==> config.mk <==
export PLATFORM = sky130hd
export DESIGN_NAME = pc_gen
export DESIGN_NICKNAME = d
export VERILOG_FILES = /design/src/rtl/pc_gen_pkg.sv /design/src/rtl/pc_gen.sv
export SDC_FILE = /design/constraint.sdc
export NUM_CORES = 1
export LEC_CHECK = 0
export BUFFER_PORTS_ARGS = -buffer_cell sky130_fd_sc_hd__buf_2
export CAP_MARGIN = 20
export CORE_ASPECT_RATIO = 2
export CORE_MARGIN = 5
export CORE_UTILIZATION = 49
export DETAILED_ROUTE_END_ITERATION = 6
export GPL_TIMING_DRIVEN = 0
export HOLD_SLACK_MARGIN = 0.05
export PLACE_DENSITY = 0.86
export SYNTH_ARGS = -nofsm -noshare
export SYNTH_HDL_FRONTEND = slang
export SYNTH_SLANG_ARGS = --single-unit
==> constraint.sdc <==
create_clock -name clk -period 2.56 [get_ports clk]
set_clock_uncertainty 0.05 [all_clocks]
set_input_delay 0.128 -clock clk [delete_from_list [all_inputs] [get_ports clk]]
set_output_delay 0.128 -clock clk [all_outputs]
set_load 0.02 [all_outputs]
==> src/rtl/pc_gen_pkg.sv <==
// Shared definitions for the program-counter generator: sequencing states and
// the default width, step and reset-vector constants.
package pc_gen_pkg;

  localparam int PC_XLEN_DEFAULT = 32;
  localparam int PC_STEP_DEFAULT = 4;
  localparam logic [PC_XLEN_DEFAULT-1:0] PC_RESET_VEC_DEFAULT = '0;

  // BOOT: one idle cycle after reset release, no PC offered.
  // RUN: PC offered to fetch every cycle.
  // HALTED: PC frozen and not offered until resume or trap.
  typedef enum logic [1:0] {
    ST_BOOT   = 2'd0,
    ST_RUN    = 2'd1,
    ST_HALTED = 2'd2
  } pc_state_e;

endpackage : pc_gen_pkg

==> src/rtl/pc_gen.sv <==
// Program-counter generator. Issues a registered fetch PC with a valid/ready
// handshake, steps by STEP on each accepted PC, and services trap, redirect,
// halt and resume requests with fixed priority trap > redirect > halt > fire.
module pc_gen
  import pc_gen_pkg::*;
#(
  parameter int                XLEN        = PC_XLEN_DEFAULT,
  parameter logic [XLEN-1:0]   RESET_VEC   = XLEN'(PC_RESET_VEC_DEFAULT),
  parameter int                STEP        = PC_STEP_DEFAULT,
  parameter bit                CHECK_ALIGN = 1'b1
) (
  input  logic            clk,
  input  logic            rst_n,
  input  logic            redirect_valid,
  input  logic [XLEN-1:0] redirect_target,
  input  logic            trap_valid,
  input  logic [XLEN-1:0] trap_vec,
  input  logic            halt_req,
  input  logic            resume,
  output logic            pc_valid,
  input  logic            pc_ready,
  output logic [XLEN-1:0] pc,
  output logic [XLEN-1:0] pc_plus_step,
  output logic            misalign,
  output logic            halted
);

  // STEP is a power of two, so the low bits below it must be zero for an
  // aligned target.
  localparam logic [XLEN-1:0] STEP_W     = XLEN'(STEP);
  localparam logic [XLEN-1:0] ALIGN_MASK = STEP_W - 1'b1;

  pc_state_e       r_state;
  logic [XLEN-1:0] r_pc;
  logic            r_pc_valid;
  logic            r_misalign;
  logic            r_halted;

  logic            w_fire;
  logic            w_target_bad;
  logic            w_redir_ok;
  logic            w_redir_bad;
  logic [XLEN-1:0] w_pc_inc;

  // Decode this cycle's events; BOOT is excluded in the FSM itself.
  always_comb begin
    w_fire       = r_pc_valid & pc_ready;
    w_target_bad = CHECK_ALIGN && ((redirect_target & ALIGN_MASK) != '0);
    w_redir_ok   = redirect_valid & ~w_target_bad;
    w_redir_bad  = redirect_valid &  w_target_bad;
    // Natural XLEN-bit addition gives the required modulo-2^XLEN wrap.
    w_pc_inc     = r_pc + STEP_W;
  end

  // Sequencing FSM with all outputs registered alongside the state.
  // NOTE: sequential state uses non-blocking assignments so every register
  // samples pre-edge values, independent of statement order in this block.
  always_ff @(posedge clk or negedge rst_n) begin
    if (!rst_n) begin
      r_state    <= ST_BOOT;
      r_pc       <= RESET_VEC;
      r_pc_valid <= 1'b0;
      r_misalign <= 1'b0;
      r_halted   <= 1'b0;
    end else begin
      // Misalign is a single-cycle pulse unless re-armed below.
      r_misalign <= 1'b0;
      case (r_state)
        ST_BOOT: begin
          // All requests are ignored while booting.
          r_state    <= ST_RUN;
          r_pc_valid <= 1'b1;
        end

        ST_RUN: begin
          if (trap_valid) begin
            r_pc <= trap_vec;
          end else if (w_redir_ok) begin
            r_pc <= redirect_target;
          end else if (w_redir_bad) begin
            // Rejected redirect consumes the cycle: pc and state hold.
            r_misalign <= 1'b1;
          end else if (halt_req) begin
            // Halt wins over a same-cycle fire: the PC is reissued on resume.
            r_state    <= ST_HALTED;
            r_pc_valid <= 1'b0;
            r_halted   <= 1'b1;
          end else if (w_fire) begin
            r_pc <= w_pc_inc;
          end
        end

        ST_HALTED: begin
          if (trap_valid) begin
            r_pc       <= trap_vec;
            r_state    <= ST_RUN;
            r_pc_valid <= 1'b1;
            r_halted   <= 1'b0;
          end else if (w_redir_ok) begin
            r_pc <= redirect_target;
          end else if (w_redir_bad) begin
            r_misalign <= 1'b1;
          end else if (resume) begin
            r_state    <= ST_RUN;
            r_pc_valid <= 1'b1;
            r_halted   <= 1'b0;
          end
        end

        default: begin
          // Unreachable encoding: recover to a clean boot.
          r_state    <= ST_BOOT;
          r_pc       <= RESET_VEC;
          r_pc_valid <= 1'b0;
          r_halted   <= 1'b0;
        end
      endcase
    end
  end

  assign pc           = r_pc;
  assign pc_valid     = r_pc_valid;
  assign misalign     = r_misalign;
  assign halted       = r_halted;
  assign pc_plus_step = w_pc_inc;

endmodule : pc_gen

; ---- Yosys cells after proc, flatten, opt, wreduce, memory -nomap -nowiden
; Cells that the tools add are included.
[totals]
register_bits = 37
output_inout_bits = 67
in_bits = 71
ram_bits = 0
elab_cells = 69
latchBits = 0
rom_bits = 0
memories = 0
[op_classes]
div = 0
n_eq_ne = 13
addsub = 1
n_reduce_logical = 6
n_lt_le_gt_ge = 0
muxes = 39
multipliers = 0
bitwise_logic = 5
shifts = 0
[op_table]
columns = operator, count
row1 = $mux W32, 7
row2 = $pmux W32 S3, 1
row3 = $add A32 B3 Y32 const B, 1
row4 = $reduce_bool A32 Y1, 1
row5 = $mux W1, 20
row6 = $mux W2, 8
row7 = $ne A3 B3 Y1 const B, 4
row8 = $ne A4 B4 Y1 const B, 3
row9 = $ne A2 B2 Y1 const B, 4
row10 = $reduce_and A8 Y1, 1
row11 = $reduce_and A7 Y1, 1
row12 = $pmux W1 S3, 2
row13 = $pmux W2 S3, 1
row14 = $reduce_and A5 Y1, 1
row15 = $and A1 B1 Y1, 3
row16 = $eq A2 B1 Y1 const B, 1
row17 = $eq A2 B2 Y1 const B, 1
row18 = $logic_not A2 Y1, 1
row19 = $not A1 Y1, 2
row20 = $reduce_or A2 Y1, 1

; ---- Depth between registers and ports, before layout
[depth]
word_depth = 7
ltp_mapped = 10
depth_no_buf = 8

; ---- Worst setup path after synthesis
; OpenSTA, ideal clock, no wires.
[synth_path]
path_kind = register -> register
from = register r_pc[2], in the netlist pc[2]
to = register r_pc[26], in the netlist pc[26]
path_slack_ns = 0.167
synth_period_minus_slack_ns = 2.393
arrival_time_ns = 2.251
n_path_buf = 0
stages_incl_launch_ff = 8
cell_sequence = dfrtp_1 ha_1 nand4_1 nor4_4 nand2_1 xnor2_1 a21oi_1 o31ai_2
[synth_via]
elab_chain_cells = 7
[synth_rtl]
columns = element, line_no
row1 = from (decl), pc_gen.sv:34  ; logic [XLEN-1:0] r_pc;
row2 = from (signal assigned), pc_gen.sv:77  ; r_pc <= trap_vec;
row3 = from (signal assigned), pc_gen.sv:79  ; r_pc <= redirect_target;
row4 = from (signal assigned), pc_gen.sv:89  ; r_pc <= w_pc_inc;
row5 = $add A32 B3 Y32, pc_gen.sv:52  ; w_pc_inc = r_pc + STEP_W;
row6 = net pc_plus_step[26], pc_gen.sv:23  ; output logic [XLEN-1:0] pc_plus_step,
row7 = $mux W32, pc_gen.sv:88  ; end else if (w_fire) begin
row8 = $mux W32, pc_gen.sv:83  ; end else if (halt_req) begin
row9 = $mux W32, pc_gen.sv:80  ; end else if (w_redir_bad) begin
row10 = $mux W32, pc_gen.sv:78  ; end else if (w_redir_ok) begin
row11 = $mux W32, pc_gen.sv:76  ; if (trap_valid) begin
row12 = $pmux W32 S3, pc_gen.sv:68  ; case (r_state)
; The timed path passes the listed nets, and every way through them passes these cells. The select of a mux whose other input is x is not followed.
; A chain may end at the register's enable or synchronous reset.

; ---- Worst setup path in the final report
[layout_path]
from = register r_state[0]
to = register r_pc[27], in the netlist pc[27]
[layout_via]
elab_chain_cells = 3
elab_cells_between_ends = 10
cone_classes = 6 x eq/ne / 1 x mux / 1 x bitwise / 2 x reduce/logical
[layout_rtl]
columns = element, line_no
row1 = from (decl), pc_gen.sv:33  ; pc_state_e r_state;
row2 = from (signal assigned), pc_gen.sv:60  ; r_state <= ST_BOOT;
row3 = from (signal assigned), pc_gen.sv:71  ; r_state <= ST_RUN;
row4 = from (signal assigned), pc_gen.sv:85  ; r_state <= ST_HALTED;
row5 = $eq A2 B1 Y1 (tied with other cells), pc_gen.sv:68
row6 = $ne A4 B4 Y1 (no line) (tied with other cells), -
row7 = $reduce_and A5 Y1 (no line), -
; Several ways; a longest one is shown, not always the timed one.

==> metrics.md <==
| Metric | Value |
|---|---|
| Hold path depth | 3 |
| CTS tree | yes |
| IO Pins | 138 |
| Core area | around 6300 um^2 |
| Synthesized cell area | 3190 um^2 |
| Hold Path Sink | misalign |
| Ant. Diodes | 0 |
| Arrival @ worst endpoint | 2.60 ns |
| Initial core utilization | 0.505 |
| Post-Synth Simple-Gate Area | 0.230 |
| Post-synthesis adder-cell area fraction | 0.0196 |
| Sw frac | 0.518 |
| Number of global-route vias before repair | about 3900 |
| Clock transition at path regs | 0.06 ns |
| Sequential-to-total area share from yosys stat | 0.291 |
| Peak Freq | 407 MHz |
| Synthesized Nets | ~470 |
| Internal power | 2.19 mW |
| LEAKAGE | 2.10 nW |
| RSZ-0062 raised after global routing | yes |
| Slew Limit Headroom | 0.409 |
| Main combinational cell family by area after synthesis | compound AO/OA/AOI/OAI gates |
| Initial DRC Count | 256 |
| Grt total ovfl | 0 |
| CP max stage delay | 0.44 ns |
| Final Hold Vio Count | 0 |
| Die X-Extent | 67.0 um |
| Top cells by area, synth | dfrtp_1, nand2_1, o21ai_0, xnor2_1, a21oi_1 |
| Sw Pwr | 2.35 mW |
| First-pass GRT wire length | 18.8 mm |
| Post-synthesis register bit count | 37 |
| # setup viols final | 0 |
| Layout cells sized above 1 | 0.355 |
| Xor-xnor portion of the synthesized cell area | 0.0817 |
| Crit-path max FO | 10 |
| TritonCTS buffer count | 5 |
| Routed WL | around 12 mm |
| DR pass1 iterations | 7 |
| Peak VDD IR | 0.650 mV |
| Critical Path Start Type | flip-flop |
| Pin count of the biggest net entering global routing | 38 |
| Worst r2r path cells | 8 |
| Max clock buf depth | 2 |
| DR vias | about 4000 |
| Placed Area | 3970 um^2 |
| Post-synthesis mux area share | 0.0283 |
| Synth Area in Compound Gates | 0.272 |
| Synthesis Warnings | 0 |
| Num Clock Sinks | 37 |
| Initial antenna violation count | 0 |
| DRC | 0 |
| Top cell type's share of synthesized area | 0.291 |
| Final non-filler cell area | ~4200 um^2 |
| Hold Crit Class | input port to flip-flop |
| Area leader, netlist | dfrtp_1 |
| Clk pwr share | 0.163 |
| Cell count after synthesis | 395 |
| Final core occ | 0.667 |
| R2R setup slack | 0.11 ns |
| WHS | 0.0765 ns |
| DP HPWL | 9.28 mm |
| # rows | between 40 and 50 |
| H-tree depth | 2 |
| GRT Overall Usage | 0.300 |
| CP most frequent cell | buf_2 |
| Die height | 124 um |
| Worst reg2reg startpoint | r_state[0] |
| WP depth | 8 |
| Vias/cell | between 6 and 7 |
| PnR Total Power | 4.54 mW |
| R2R Path End | pc[27] |
| DIE AREA | between 8000 and 9000 um^2 |
| Cell Chain, Critical Path | inv_1 > ha_1 > buf_2 > nor4_2 > o31a_2 > nand2_1 > buf_2 > o31ai_2 |
| Hold_sp | redirect_target[1] |
| Placed cell count | 617 |
| PwrDens | 1080 nW/um^2 |
| Final net count | around 620 |
| Status | finished clean |
| Antenna violation net count after detailed routing | 0 |
| Yosys cell types | 61 |
| Worst Path Required | between 2 and 3 ns |
| Crit path kind | flip-flop to flip-flop |
| Routed WL per cell | 19.8 um |
| Actual slew at the worst max-slew pin | 0.887 ns |
| Crit path time final | 2.45 ns |
| Crit end category | flip-flop |
| Worst skew pair latency | 0.29 ns |
| CP bufs+invs | 3 |
| Post-Syn Area per Cell | 8.06 um^2 |
| Non-Filler Instances | 630 |
| CP delay by family, top | compound AO/OA/AOI/OAI gates |
| # port buffers | around 140 |
| Final GP Congestion | 0.943 |
| Gate power share | 0.590 |
| CP max stage cell | nor4_2 |
| Layout area overhead | 32.2% |
| Final period util | 0.959 |
| Flop pwr share | 0.247 |
| Fin. max-slew vios | 0 |
| CTS root buf | clkbuf_16 |
| Max-Cap Viols | 0 |
[final cells by class]
class | count | area, um^2
Fill cell | 578 | 2100
Multi-Input combinational cell | 310 | 2030
Sequential cell | 37 | 928
Timing Repair Buffer | 142 | 731
Buffer | 33 | 193
Clock buffer | 7 | 143
Tap cell | 86 | 108
Inverter | 14 | 52.6
Clock inverter | 1 | 30.0
[worst max-delay path by stage]
stage | slack [ns] | endpoint | from
finish | 0.11 | pc[27] | r_state[0]
floorplan | 0.17 | pc[26] | pc[2]
global placement | 0.01 | pc[27] | r_state[0]
detailed placement | -0.1 | pc[27] | r_state[0]
global route | -0.01 | pc_plus_step[20] | pc[3]
CTS | 0.03 | pc_plus_step[20] | pc[2]
[cells in the final DEF (no fill, tap or decap), types with 4 or more instances in the layout]
| master | count |
|---|---|
| nand2_1 | 51 |
| clkbuf_16 | 5 |
| dfrtp_1 | 35 |
| ha_1 | 4 |
| nor2_1 | 27 |
| nand2b_1 | 5 |
| o21ai_0 | 38 |
| xnor2_1 | 21 |
| clkbuf_1 | 12 |
| nor3_1 | 7 |
| o32a_1 | 6 |
| a21oi_1 | 32 |
| buf_2 | 146 |
| inv_1 | 14 |
| nand4_1 | 8 |
| o311ai_0 | 4 |
| mux2i_1 | 9 |
| o22ai_1 | 5 |
| xor2_1 | 5 |
| a22oi_1 | 13 |
| a22o_1 | 7 |
| buf_4 | 8 |
| nand3_1 | 12 |
[cell usage after synthesis, drive strengths merged]
master	number
and3	4
mux2i	9
o2bb2ai	2
nand3	14
dfrtp	37
nor3	8
or2	1
a22oi	13
a221oi	2
o311a	2
and3b	1
o41ai	2
or3b	1
o31ai	4
a21oi	32
o32ai	4
o21a	1
a2bb2oi	1
xnor2	23
o21ai	41
buf	17
o32a	6
nor4	3
clkbuf	17
nor4b	1
nand4	11
nor2b	1
nand2b	6
o311ai	4
nand4b	2
xor2	5
a31oi	3
and2	1
ha	5
and4	1
a211oi	1
nand2	51
nor2	29
a22o	7
nor3b	1
o31a	2
o22ai	5
inv	14
[sequential cells by signal (all words and copies together), names as in the netlist]
register	cells
r_state	2
halted	1
pc_valid	1
misalign	1
pc	32
[cells by family after synthesis]
logic type      after synthesis
compound gates              132
xor+xnor                     28
fa+ha+maj                     5
buf+inv                      48
flops                        37
mux                           9
simple gates                136
[power groups by stage]
| stage | combinational, mW | sequential (mW) | clock (mW) |
|---|---|---|---|
| finish | 2.68 | 1.12 | 0.742 |
| global route | 2.84 | 1.15 | 0.764 |
| CTS | 2.64 | 1.10 | 0.739 |
| detailed placement | 2.62 | 1.11 | 0 |
| global placement | 2.57 | 1.10 | 0 |
| floorplan | 1.47 | 1.31 | 0 |
[layer usage]
| layer | global-route usage | wire (um) | up-vias |
|---|---|---|---|
| li1 | - | - | 1740 |
| met1 | 0.297 | 4070 | 1841 |
| met2 | 0.545 | 6620 | 288 |
| met3 | 0.0487 | 1010 | 72 |
| met4 | 0.206 | 748 | 0 |
| met5 | 0 | 0 | - |
[stage by stage]
stage	setup slack [ns]	setup TNS, ns
final	0.105	0
after global placement	0.0122	0
after detailed placement	-0.0990	-0.513
after CTS	0.0254	0
after floorplan	0.167	0
after global routing	-0.0123	-0.0123
[worst min-delay path, cell delays in order]
cell,delay [ns]
buf_2,0.11
nor2_1,0.08
nor3_1,0.05
[timing repair]
action                                  in CTS  in global routing
resized for setup                            3                  4
hold endpoints to repair                    38                  0
pin swaps                                    2                  2
endpoints found under the setup margin      19                 23
hold buffers                                 2                  0
setup buffers                                4                  0
No activity file was read; power rests on OpenSTA's default activity.
